`config.mk`:
```
export PLATFORM = sky130hd
export DESIGN_NAME = cyborg65r3_sram_access_ctrl
export DESIGN_NICKNAME = d
export VERILOG_FILES = /design/src/rtl/cyborg65r3_pkg.sv /design/src/rtl/cyborg65r3_addr_ptr.sv /design/src/rtl/cyborg65r3_sram_access_ctrl.sv
export SDC_FILE = /design/constraint.sdc
export NUM_CORES = 1
export LEC_CHECK = 0
export CORE_MARGIN = 2
export CORE_UTILIZATION = 43
export CTS_CLUSTER_SIZE = 24
export DETAILED_ROUTE_END_ITERATION = 8
export PLACE_DENSITY = 0.85
export SYNTH_ARGS = -nofsm -noshare
export SYNTH_HDL_FRONTEND = slang
export SYNTH_SLANG_ARGS = --single-unit
```
`constraint.sdc`:
```
create_clock -name clk_8rs -period 5 [get_ports clk_8rs]
set_input_delay 1.25 -clock clk_8rs [delete_from_list [all_inputs] [get_ports clk_8rs]]
set_output_delay 1.25 -clock clk_8rs [all_outputs]
set_load 0.02 [all_outputs]
```
`src/rtl/cyborg65r3_pkg.sv`:
```
// Shared definitions for the cyborg65r3 SRAM access controller.
package cyborg65r3_pkg;

    // Default geometry of the coefficient SRAM.
    localparam int unsigned NUM_BANKS_DEF = 4;
    localparam int unsigned ADDR_W_DEF    = 12;
    localparam int unsigned DATA_W_DEF    = 16;

    // Access FSM state encoding.
    typedef logic [2:0] state_t;

    localparam state_t StIdle   = 3'd0;
    localparam state_t StWrReq  = 3'd1;
    localparam state_t StRdReq  = 3'd2;
    localparam state_t StRdWait = 3'd3;
    localparam state_t StDone   = 3'd4;

endpackage

```
`src/rtl/cyborg65r3_addr_ptr.sv`:
```
// Word-address pointer: loadable, with modulo-2^ADDR_W post-increment.
module cyborg65r3_addr_ptr
    import cyborg65r3_pkg::*;
#(
    parameter int unsigned ADDR_W = ADDR_W_DEF
) (
    input  logic              clk_8rs,
    input  logic              resetb,
    input  logic              load,
    input  logic              inc,
    input  logic [ADDR_W-1:0] value,
    output logic [ADDR_W-1:0] ptr
);

    logic [ADDR_W-1:0] ptr_q;
    logic [ADDR_W-1:0] ptr_d;

    // Load has priority; increment wraps naturally at all-ones.
    always_comb begin
        ptr_d = ptr_q;
        if (load) begin
            ptr_d = value;
        end else if (inc) begin
            ptr_d = ptr_q + {{(ADDR_W-1){1'b0}}, 1'b1};
        end
    end

    // Pointer register.
    always_ff @(posedge clk_8rs or negedge resetb) begin
        if (!resetb) begin
            ptr_q <= '0;
        end else begin
            ptr_q <= ptr_d;
        end
    end

    assign ptr = ptr_q;

endmodule

```
`src/rtl/cyborg65r3_sram_access_ctrl.sv`:
```
// Config-side SRAM access controller: single read/write accesses to the
// coefficient banks through the DSP/config arbiter.
module cyborg65r3_sram_access_ctrl
    import cyborg65r3_pkg::*;
#(
    parameter int unsigned NUM_BANKS = NUM_BANKS_DEF,
    parameter int unsigned ADDR_W    = ADDR_W_DEF,
    parameter int unsigned DATA_W    = DATA_W_DEF
) (
    input  logic                 clk_8rs,
    input  logic                 resetb,
    input  logic [NUM_BANKS-1:0] cfg_bank_en,
    input  logic                 cfg_auto_inc,
    input  logic [ADDR_W-1:0]    cfg_addr,
    input  logic                 cfg_addr_load,
    input  logic [DATA_W-1:0]    cfg_wdata,
    input  logic                 start_wr,
    input  logic                 start_rd,
    input  logic                 err_clr,
    output logic                 mem_req,
    output logic                 mem_we,
    output logic [NUM_BANKS-1:0] mem_bank_en,
    output logic [ADDR_W-1:0]    mem_addr,
    output logic [DATA_W-1:0]    mem_wdata,
    input  logic                 mem_gnt,
    input  logic [DATA_W-1:0]    mem_rdata,
    output logic [DATA_W-1:0]    rd_data,
    output logic                 rd_done,
    output logic                 wr_done,
    output logic                 busy,
    output logic [ADDR_W-1:0]    addr_ptr,
    output logic                 err_overrun,
    output logic                 err_nobank
);

    state_t                state_q, state_d;
    logic [NUM_BANKS-1:0]  bank_q;
    logic [DATA_W-1:0]     wdata_q;
    logic [DATA_W-1:0]     rd_data_q;
    logic                  rd_done_q, wr_done_q;
    logic                  err_overrun_q, err_overrun_d;
    logic                  err_nobank_q, err_nobank_d;

    logic is_idle, start_any, bank_ok, accept, in_req;
    logic overrun_set, nobank_set;
    logic ptr_load, ptr_inc;

    assign is_idle   = (state_q == StIdle);
    assign start_any = start_wr | start_rd;
    assign bank_ok   = |cfg_bank_en;
    assign accept    = is_idle & start_any & bank_ok;
    assign in_req    = (state_q == StWrReq) | (state_q == StRdReq);

    // Simultaneous starts in IDLE drop the read; any start while busy is lost.
    assign overrun_set = (is_idle & start_wr & start_rd) | (~is_idle & start_any);
    assign nobank_set  = is_idle & start_any & ~bank_ok;

    // Loads while busy are silently dropped so the access address stays stable.
    assign ptr_load = is_idle & cfg_addr_load;
    assign ptr_inc  = (state_q == StDone) & cfg_auto_inc;

    // Next-state logic for the access FSM.
    always_comb begin
        state_d = state_q;
        case (state_q)
            StIdle:   if (accept) state_d = start_wr ? StWrReq : StRdReq;
            StWrReq:  if (mem_gnt) state_d = StDone;
            StRdReq:  if (mem_gnt) state_d = StRdWait;
            StRdWait: state_d = StDone;
            StDone:   state_d = StIdle;
            default:  state_d = StIdle;
        endcase
    end

    // Sticky error flags; a new error event beats a coincident clear.
    always_comb begin
        err_overrun_d = err_overrun_q;
        err_nobank_d  = err_nobank_q;
        if (err_clr) begin
            err_overrun_d = 1'b0;
            err_nobank_d  = 1'b0;
        end
        if (overrun_set) err_overrun_d = 1'b1;
        if (nobank_set)  err_nobank_d  = 1'b1;
    end

    // FSM, latched access attributes, read capture and completion pulses.
    always_ff @(posedge clk_8rs or negedge resetb) begin
        if (!resetb) begin
            state_q       <= StIdle;
            bank_q        <= '0;
            wdata_q       <= '0;
            rd_data_q     <= '0;
            rd_done_q     <= 1'b0;
            wr_done_q     <= 1'b0;
            err_overrun_q <= 1'b0;
            err_nobank_q  <= 1'b0;
        end else begin
            state_q       <= state_d;
            err_overrun_q <= err_overrun_d;
            err_nobank_q  <= err_nobank_d;
            wr_done_q     <= (state_q == StWrReq) & mem_gnt;
            rd_done_q     <= (state_q == StRdWait);
            if (accept) begin
                bank_q  <= cfg_bank_en;
                wdata_q <= cfg_wdata;
            end
            if (state_q == StRdWait) begin
                rd_data_q <= mem_rdata;
            end
        end
    end

    cyborg65r3_addr_ptr #(
        .ADDR_W (ADDR_W)
    ) u_addr_ptr (
        .clk_8rs (clk_8rs),
        .resetb  (resetb),
        .load    (ptr_load),
        .inc     (ptr_inc),
        .value   (cfg_addr),
        .ptr     (addr_ptr)
    );

    // Strobes decode straight from state so reset drops them asynchronously.
    assign mem_req     = in_req;
    assign mem_we      = (state_q == StWrReq);
    assign mem_bank_en = in_req ? bank_q : '0;
    assign mem_addr    = addr_ptr;
    assign mem_wdata   = wdata_q;
    assign rd_data     = rd_data_q;
    assign rd_done     = rd_done_q;
    assign wr_done     = wr_done_q;
    assign busy        = ~is_idle;
    assign err_overrun = err_overrun_q;
    assign err_nobank  = err_nobank_q;

endmodule

```
==> flow_metrics.env, run 1 <==
export IMPL_instances_no_fill=417
export IMPL_die_y_um=80.3
export IMPL_ys_async_sr_fraction_pct=100
export IMPL_rows=27
export IMPL_r2r_end="mem_wdata[0]"
export IMPL_grt_pass1_vias=1978
export IMPL_r2r_start="state_q[1]"
export IMPL_start_util_pct=44.9
export IMPL_synthDistinctLibCells=38
export IMPL_drt_pass1_iter_count=4
export IMPL_max_slew_margin_rel_pct=32.3
export IMPL_syn_mean_instance_area_sq_um=10.6
export IMPL_power_frac_seq_pct=32.8
export IMPL_ir_worst_vdd_uv=349
export IMPL_arrival_ns=1.93
export IMPL_p_sw_mw=1.06
export IMPL_post_cts_buffers=0
export IMPL_hp_class="flop to flop"
export IMPL_clockPowerShare_pct=10.6
export IMPL_max_cap_viol_count=0
export IMPL_yosys_warnings=0
export IMPL_fin_crit_sh_pct=63.5
export IMPL_diodes=0
export IMPL_hold_buffers=0
export IMPL_final_hold_violation_count=0
export IMPL_cp_required_ns=3.75
export IMPL_drt_wl_total_mm=5.86
export IMPL_htreeDepth=2
export IMPL_power_leakage_nw=1.62
export IMPL_ant_nets=0
export IMPL_overflow=0
export IMPL_power_total_mw=2.63
export IMPL_root_buffer="clkbuf_8"
export IMPL_cts_tree="built"
export IMPL_antenna_found_initial=0
export IMPL_crit_path_top_delay_cell="clkdlybuf4s50_1"
export IMPL_endpoint="mem_bank_en[2]"
export IMPL_syn_inst=235
export IMPL_cp_end_kind="output port"
export IMPL_setup_worst_path_start="state_q[1]"
export IMPL_critical_path_buf_inv_count=1
export IMPL_io_buffers=122
export IMPL_numCtsBuffers=5
export IMPL_fmax_mhz=315
export IMPL_core_area_sq_um=5570
export IMPL_synth_seq_cells=55
export IMPL_io_pins=123
export IMPL_reg2reg_depth=4
export IMPL_grt_max_degree=56
export IMPL_crit_chain="xnor2_1 > nor2_1 > and2_1 > clkdlybuf4s50_1"
export IMPL_whs_ns=0.481
export IMPL_ys_flop_type="dfrtp_1"
export IMPL_place_ws_ns=1.69
export IMPL_wl_per_cell_um=14.1
export IMPL_routed_via_density=4.86
export IMPL_cts_clk_slew_worst_paths_ns=0.09
export IMPL_final_setup_viol_count=0
export IMPL_design_final_nets=402
export IMPL_fin_area_sq_um=3780
export IMPL_grt_pass1_wl_mm=9.60
export IMPL_synth_nets=292
export IMPL_p_int_mw=1.57
export IMPL_critPathMaxFanout=10
export IMPL_placedCellCount=410
export IMPL_slowest_delay_ns=0.59
export IMPL_cts_sinks=55
export IMPL_clock_path_buffers=2
export IMPL_final_util_pct=67.8
export IMPL_fin_skew_ns=0.00831
export IMPL_worstSetupPathType="flop to output port"
export IMPL_startpoint_type="flop"
export IMPL_dieArea_sq_um=6450
export IMPL_drc_errors=0
export IMPL_final_common_cell="clkdlybuf4s50_1"
export IMPL_synth_edf_count=0
export IMPL_gp_congestion=0.816
export IMPL_clk_latency_ns=0.30
export IMPL_syn_area_sq_um=2500
export IMPL_cts_resized=0
export IMPL_grtUsageTotal_pct=19.2
export IMPL_finalMaxSlewViolations=0
export IMPL_pwr_share_comb_pct=56.6
export IMPL_cellPowerDensity_nw_per_um2=696
export IMPL_finalSetupTns_ns=0
export IMPL_placed_area_sq_um=3680
export IMPL_hpwl_mm=4.50
export IMPL_worstMarginPinSlew_ns=1.01
export IMPL_die_x_um=80.3
export IMPL_switching_share_pct=40.2
export IMPL_r2r_slack_ns=2.66
export IMPL_drt_iter0_drc=67
export IMPL_drive_above_1_share_pct=8.70
export IMPL_period_needed_ns=3.18
export IMPL_status="complete, no violations"
export IMPL_final_setup_worst_slack_ns=1.82
export IMPL_n_fill_cell=431
export IMPL_areaGrowthSynthToFinish_pct=51.0
export IMPL_rsz0062_at_grt="no"
export IMPL_layout_common_cells="121 x clkdlybuf4s50_1, 55 x dfrtp_1, 54 x nand2_1"
export IMPL_cp_top_family="buffers and inverters"
export IMPL_worst_path_stages=4
export IMPL_synth_seq_area_share_pct=55.0
export IMPL_num_vias=2028
==> power by group through the flow <==
stage | sequential, mW | clock [mW] | combinational, mW
final | 0.862 | 0.280 | 1.49
after detailed placement | 0.867 | 0 | 1.50
after CTS | 0.863 | 0.290 | 1.51
after global routing | 0.898 | 0.309 | 1.59
after floorplan | 1.05 | 0 | 0.689
after global placement | 0.858 | 0 | 1.47
==> synth_stat cells (3+ instances only) <==
master	n	area share [%]
mux2_2	7	3.2
nand3_1	4	0.80
buf_4	12	3.6
clkbuf_1	5	0.75
nand4_1	6	1.5
mux2_4	9	5.4
nor2_1	18	2.7
nor4_1	3	0.75
inv_1	4	0.60
a21oi_1	12	2.4
xnor2_1	8	2.8
and2_1	5	1.3
a22o_1	4	1.4
xor2_1	4	1.4
nand2_1	54	8.1
nor3_1	4	0.80
dfrtp_1	55	55
==> worst min-delay path, stage by stage, from the launching register on <==
cell	delay [ns]
dfrtp_1	0.35
nand2_1	0.05
nand2_1	0.05
==> cell type report <==
class	count	area [sq um]	share of cell area, %
Sequential cell	55	1380	36.4
Timing Repair Buffer	123	1220	32.4
Multi-Input combinational cell	154	963	25.5
Tap cell	72	90.1	2.38
Clock buffer	6	72.6	1.92
Clock inverter	1	30.0	0.795
Inverter	6	22.5	0.596
==> flip-flops by register name, summed over array words and instances (netlist names) <==
signal and cells:
wr_done 1, state_q 3, bank_q 4, mem_wdata 16
err_overrun 1, err_nobank 1, rd_done 1, u_addr_ptr.ptr 12
rd_data 16
==> cell families after synthesis <==
logic type | synth area share [%]
buf+inv | 6.50
compound gates | 5.75
flops | 55.0
simple gates | 19.5
fa+ha+maj | 0.500
xor+xnor | 4.20
mux | 8.55
==> worst min-delay path by stage <==
stage / start / endpoint / slack [ns] / cells past startpoint
2_1_floorplan: bank_q[0] / bank_q[0] / 0.46 / 1
3_3_place_gp: rd_data[7] / rd_data[7] / 0.46 / 2
3_5_place_dp: rd_data[1] / rd_data[1] / 0.46 / 2
4_1_cts: rd_data[1] / rd_data[1] / 0.48 / 2
5_1_grt: rd_data[11] / rd_data[11] / 0.50 / 2
6_report: rd_data[1] / rd_data[1] / 0.48 / 2
==> routing by layer <==
metal  vias up  share of wire, %  global-route usage [%]
met5         -                 0                       0
met4         0               1.3                    5.42
met3         9               7.0                    5.73
met2        75                52                    33.9
met1       952                39                    22.5
li1        992                 -                       -
(Power assumes the default switching activity.)
==> run 2: changes to the inputs <==
--- a/config.mk
+++ b/config.mk
@@ -6,10 +6,10 @@
 export NUM_CORES = 1
 export LEC_CHECK = 0
 export CORE_MARGIN = 2
-export CORE_UTILIZATION = 43
+export CORE_UTILIZATION = 40
 export CTS_CLUSTER_SIZE = 24
 export DETAILED_ROUTE_END_ITERATION = 8
-export PLACE_DENSITY = 0.85
+export PLACE_DENSITY = 0.8
 export SYNTH_ARGS = -nofsm -noshare
 export SYNTH_HDL_FRONTEND = slang
 export SYNTH_SLANG_ARGS = --single-unit
==> constraint.sdc (replaced) <==
create_clock -name clk_8rs -period 3.05 [get_ports clk_8rs]
set_input_delay 0.7625 -clock clk_8rs [delete_from_list [all_inputs] [get_ports clk_8rs]]
set_output_delay 0.7625 -clock clk_8rs [all_outputs]
set_load 0.02 [all_outputs]
==> run 2 against run 1 <==
  * Clock skew up 0.0017 ns
  * Final area up 0.40%
  * Sequential share of layout area down 0.14 points
  * Global-route usage down 1.6 points
  * Setup slack worse by 1.5 ns
  * Final cell count up 0.96%
  * Clock power up 65%
  * Routed wire length down 0.31%
  * Non-clock buffer count up 1
  * Critical path depth unchanged
==> flow_metrics.env, run 2 (same netlist as run 1, synthesis figures left out) <==
export IMPL_overflow=0
export IMPL_final_common_cell="clkdlybuf4s50_1"
export IMPL_clockPowerShare_pct=10.7
export IMPL_core_area_sq_um=5990
export IMPL_cp_end_kind="output port"
export IMPL_cellPowerDensity_nw_per_um2=1140
export IMPL_fin_skew_ns=0.0100
export IMPL_r2r_start="state_q[1]"
export IMPL_crit_path_top_delay_cell="clkdlybuf4s50_1"
export IMPL_grt_pass1_vias=2107
export IMPL_io_pins=123
export IMPL_numCtsBuffers=5
export IMPL_root_buffer="clkbuf_8"
export IMPL_arrival_ns=1.97
export IMPL_r2r_slack_ns=0.75
export IMPL_num_vias=2038
export IMPL_clk_latency_ns=0.30
export IMPL_drt_iter0_drc=87
export IMPL_layout_common_cells="121 x clkdlybuf4s50_1, 55 x dfrtp_1, 54 x nand2_1"
export IMPL_startpoint_type="flop"
export IMPL_ant_nets=0
export IMPL_power_leakage_nw=1.62
export IMPL_grtUsageTotal_pct=17.6
export IMPL_diodes=0
export IMPL_final_hold_violation_count=0
export IMPL_status="complete, no violations"
export IMPL_die_x_um=83.1
export IMPL_setup_worst_path_start="state_q[1]"
export IMPL_max_cap_viol_count=0
export IMPL_hpwl_mm=4.40
export IMPL_grt_pass1_wl_mm=10.0
export IMPL_cts_clk_slew_worst_paths_ns=0.10
export IMPL_register_area_sq_um=1380
export IMPL_worstSetupPathType="flop to output port"
export IMPL_areaGrowthSynthToFinish_pct=51.6
export IMPL_finalSetupTns_ns=0
export IMPL_htreeDepth=2
export IMPL_drc_errors=0
export IMPL_p_int_mw=2.58
export IMPL_cts_sinks=55
export IMPL_drt_wl_total_mm=5.85
export IMPL_multi_input_area_sq_um=963
export IMPL_dieArea_sq_um=6900
export IMPL_power_frac_seq_pct=32.7
export IMPL_cp_required_ns=2.29
export IMPL_p_sw_mw=1.73
export IMPL_slowest_delay_ns=0.60
export IMPL_design_final_nets=403
export IMPL_rsz0062_at_grt="no"
export IMPL_cts_resized=0
export IMPL_start_util_pct=41.8
export IMPL_wl_per_cell_um=13.9
export IMPL_routed_via_density=4.84
export IMPL_drive_above_1_share_pct=9.25
export IMPL_power_total_mw=4.31
export IMPL_fmax_mhz=366
export IMPL_pwr_share_comb_pct=56.6
export IMPL_finalMaxSlewViolations=0
export IMPL_hold_buffers=0
export IMPL_gp_congestion=0.770
export IMPL_min_from="rd_data[0]"
export IMPL_period_needed_ns=2.73
export IMPL_die_y_um=83.1
export IMPL_max_slew_margin_rel_pct=36.1
export IMPL_n_fill_cell=511
export IMPL_hp_class="flop to flop"
export IMPL_clock_path_buffers=2
export IMPL_io_buffers=122
export IMPL_switching_share_pct=40.2
export IMPL_worstMarginPinSlew_ns=0.957
export IMPL_fin_crit_sh_pct=89.5
export IMPL_crit_chain="xnor2_1 > nor2_1 > and2_1 > clkdlybuf4s50_1"
export IMPL_drt_pass1_iter_count=4
export IMPL_post_cts_buffers=0
export IMPL_critPathMaxFanout=10
export IMPL_cts_tree="built"
export IMPL_grt_max_degree=43
export IMPL_antenna_found_initial=0
export IMPL_rows=28
export IMPL_final_setup_viol_count=0
export IMPL_ir_worst_vdd_uv=529
## run 2: cell count changes in the layout (fill, tap and decap cells not counted)
cell,delta
clkbuf_1,-1
clkinvlp_4,+1
buf_4,+1
## run 2: worst paths after layout
| path | depth (start not counted) | to |
|---|---|---|
| setup / recovery | 4 | mem_bank_en[0] |
| hold / removal | 2 | rd_data[0] |
| setup reg to reg | 4 | mem_wdata[1] |
| hold reg to reg | 2 | rd_data[0] |
| max in group asynchronous | 2 | u_addr_ptr.ptr[5] |
| min in group asynchronous | 1 | u_addr_ptr.ptr[10] |
## run 2: stage by stage
step	setup WS, ns	hold slack [ns]	cell area [sq um]	utilization (%)	instances
floorplan	0.979	0.458	2500	-	235
global placement	0.291	0.457	3690	61.5	414
detailed placement	0.259	0.462	3690	61.5	414
CTS	0.279	0.488	3790	63.3	421
global route	0.190	0.510	3790	63.3	421
finish	0.319	0.480	3790	63.3	421
## run 2: power groups by stage
stage / sequential [mW] / clock [mW] / combinational (mW)
3_5_place_dp: 1.42 / 0 / 2.47
5_1_grt: 1.47 / 0.508 / 2.63
6_report: 1.41 / 0.463 / 2.44
3_3_place_gp: 1.41 / 0 / 2.42
2_1_floorplan: 1.73 / 0 / 1.13
4_1_cts: 1.41 / 0.481 / 2.47
## run 2: metal layers
layer / vias up / wire [um] / GRT usage (%) / part of all wire (%)
li1: 994 / - / - / -
met1: 961 / 2510 / 22.0 / 43
met2: 79 / 2860 / 30.1 / 49
met3: 4 / 414 / 5.67 / 7.1
met4: 0 / 53 / 3.43 / 0.91
met5: - / 0 / 0 / 0
## run 2: cell type report
type                       count  area share (%)
inverter                       6           0.594
multi-input combinational    154            25.4
tap                           75            2.47
clock buffer                   5            1.81
clock inverter                 2           0.989
timing repair buffer         124            32.5
sequential                    55            36.3
## run 2: worst max-delay path: cells and delay by family (launching register included)
| kind | cells | cell delay, ns |
|---|---|---|
| XOR/XNOR | 1 | 0.18 |
| flip-flops | 1 | 0.51 |
| AND/OR/NAND/NOR | 2 | 0.39 |
| buffers and inverters | 1 | 0.60 |
==> run 3: changes to the inputs <==
--- a/config.mk
+++ b/config.mk
@@ -6,10 +6,10 @@
 export NUM_CORES = 1
 export LEC_CHECK = 0
 export CORE_MARGIN = 2
-export CORE_UTILIZATION = 40
+export CORE_UTILIZATION = 43
 export CTS_CLUSTER_SIZE = 24
 export DETAILED_ROUTE_END_ITERATION = 8
-export PLACE_DENSITY = 0.8
+export PLACE_DENSITY = 0.85
 export SYNTH_ARGS = -nofsm -noshare
 export SYNTH_HDL_FRONTEND = slang
 export SYNTH_SLANG_ARGS = --single-unit
==> constraint.sdc (replaced) <==
create_clock -name clk_8rs -period 3.2 [get_ports clk_8rs]
set_input_delay 0.8 -clock clk_8rs [delete_from_list [all_inputs] [get_ports clk_8rs]]
set_output_delay 0.8 -clock clk_8rs [all_outputs]
set_load 0.02 [all_outputs]
==> run 3 against run 2 <==
  * Non-clock buffer count fell by 1
  * Register-to-register slack gained 0.15 ns
  * Power fell by 2.5%
  * Final area up 0.40%
  * Critical endpoint is now mem_bank_en[2]
  * Critical path type unchanged
==> flow_metrics.env, run 3 (same netlist as run 1, synthesis figures left out) <==
export IMPL_max_cap_viol_count=0
export IMPL_cts_sinks=55
export IMPL_grt_pass1_wl_mm=9.90
export IMPL_antenna_found_initial=0
export IMPL_clockPowerShare_pct=12.7
export IMPL_crit_path_top_delay_cell="clkdlybuf4s50_1"
export IMPL_cts_clk_slew_worst_paths_ns=0.09
export IMPL_root_buffer="clkbuf_8"
export IMPL_drc_errors=0
export IMPL_layout_common_cells="121 x clkdlybuf4s50_1, 55 x dfrtp_1, 54 x nand2_1"
export IMPL_num_vias=2059
export IMPL_clock_path_buffers=2
export IMPL_post_cts_buffers=0
export IMPL_cts_tree="built"
export IMPL_design_final_nets=402
export IMPL_finalMaxSlewViolations=0
export IMPL_core_area_sq_um=5570
export IMPL_p_int_mw=2.54
export IMPL_power_frac_seq_pct=31.9
export IMPL_routed_via_density=4.93
export IMPL_arrival_ns=1.93
export IMPL_final_setup_viol_count=0
export IMPL_fmax_mhz=367
export IMPL_cp_required_ns=2.40
export IMPL_hold_buffers=0
export IMPL_startpoint_type="flop"
export IMPL_period_needed_ns=2.73
export IMPL_diodes=0
export IMPL_drive_above_1_share_pct=8.96
export IMPL_wl_per_cell_um=14.4
export IMPL_worstMarginPinSlew_ns=1.00
export IMPL_grt_pass1_vias=2046
export IMPL_numCtsBuffers=5
export IMPL_drt_wl_total_mm=6.03
export IMPL_htreeDepth=2
export IMPL_finalSetupTns_ns=0
export IMPL_dieArea_sq_um=6450
export IMPL_hpwl_mm=4.56
export IMPL_overflow=0
export IMPL_switching_share_pct=39.7
export IMPL_placed_area_sq_um=3680
export IMPL_ir_worst_vdd_uv=596
export IMPL_cp_end_kind="output port"
export IMPL_drt_pass1_iter_count=4
export IMPL_io_buffers=122
export IMPL_die_y_um=80.3
export IMPL_max_slew_margin_rel_pct=33.2
export IMPL_cts_resized=0
export IMPL_critPathMaxFanout=10
export IMPL_fin_area_sq_um=3810
export IMPL_pwr_share_comb_pct=55.4
export IMPL_grt_max_degree=46
export IMPL_final_hold_violation_count=0
export IMPL_die_x_um=80.3
export IMPL_hp_class="flop to flop"
export IMPL_power_total_mw=4.21
export IMPL_crit_chain="xnor2_1 > nor2_1 > and2_1 > clkdlybuf4s50_1"
export IMPL_gp_congestion=0.829
export IMPL_rsz0062_at_grt="no"
export IMPL_power_leakage_nw=1.63
export IMPL_drt_iter0_drc=46
export IMPL_critical_path_buf_inv_count=1
export IMPL_rows=27
export IMPL_cellPowerDensity_nw_per_um2=1100
export IMPL_start_util_pct=44.9
export IMPL_fin_skew_ns=0.0136
export IMPL_slowest_delay_ns=0.59
export IMPL_status="complete, no violations"
export IMPL_instances_no_fill=418
export IMPL_ant_nets=0
export IMPL_clk_latency_ns=0.31
export IMPL_p_sw_mw=1.67
export IMPL_placedCellCount=410
export IMPL_fin_crit_sh_pct=85.2
export IMPL_worstSetupPathType="flop to output port"
export IMPL_final_util_pct=68.3
export IMPL_cp_top_family="buffers and inverters"
export IMPL_io_pins=123
export IMPL_grtUsageTotal_pct=19.8
export IMPL_areaGrowthSynthToFinish_pct=52.2
export IMPL_final_common_cell="clkdlybuf4s50_1"
[run 3: final cells by class]
cell class	instances	area [sq um]
tap	72	90.1
multi-input combinational	154	963
clock buffer	6	72.6
fill	430	1770
inverter	6	22.5
timing repair buffer	123	1220
clock inverter	2	60.1
sequential	55	1380
[run 3: power by group through the flow]
stage,Combinational (mW),Clock (mW),Sequential (mW)
final,2.33,0.535,1.34
after global routing,2.49,0.571,1.41
after CTS,2.36,0.543,1.35
after detailed placement,2.35,0,1.36
after global placement,2.29,0,1.34
after floorplan,1.08,0,1.65
[run 3: worst reg2reg max path: cells and delay by family (launching register included)]
kind	cells	cell delay (ns)
and+or+nand+nor	2	1.14
muxes	1	0.43
DFF	1	0.51
buffers and inverters	1	0.12
[run 3: metal layers]
layer	track usage (%)	wire, um	vias up
met5	0	0	-
met4	5.59	84	0
met3	5.96	409	8
met2	36.0	3160	65
met1	22.4	2380	992
li1	-	-	994
[run 3: final timing paths]
check / cells past startpoint / from / slack (ns) / endpoint
worst min-delay path: 2 / rd_data[1] / 0.48 / rd_data[1]
worst max register to register: 4 / state_q[1] / 0.90 / mem_wdata[4]
worst min register to register: 2 / rd_data[1] / 0.48 / rd_data[1]
worst max-delay path: 4 / state_q[1] / 0.47 / mem_bank_en[2]
min in group asynchronous: 1 / resetb / 0.64 / mem_wdata[14]
max in group asynchronous: 2 / resetb / 1.81 / state_q[0]
[run 3: through the flow]
| stage | setup WS, ns | hold WS, ns |
|---|---|---|
| 3_5_place_dp | 0.348 | 0.463 |
| 4_1_cts | 0.441 | 0.486 |
| 5_1_grt | 0.317 | 0.512 |
| 3_3_place_gp | 0.399 | 0.458 |
| 2_1_floorplan | 1.09 | 0.458 |
| 6_report | 0.472 | 0.480 |
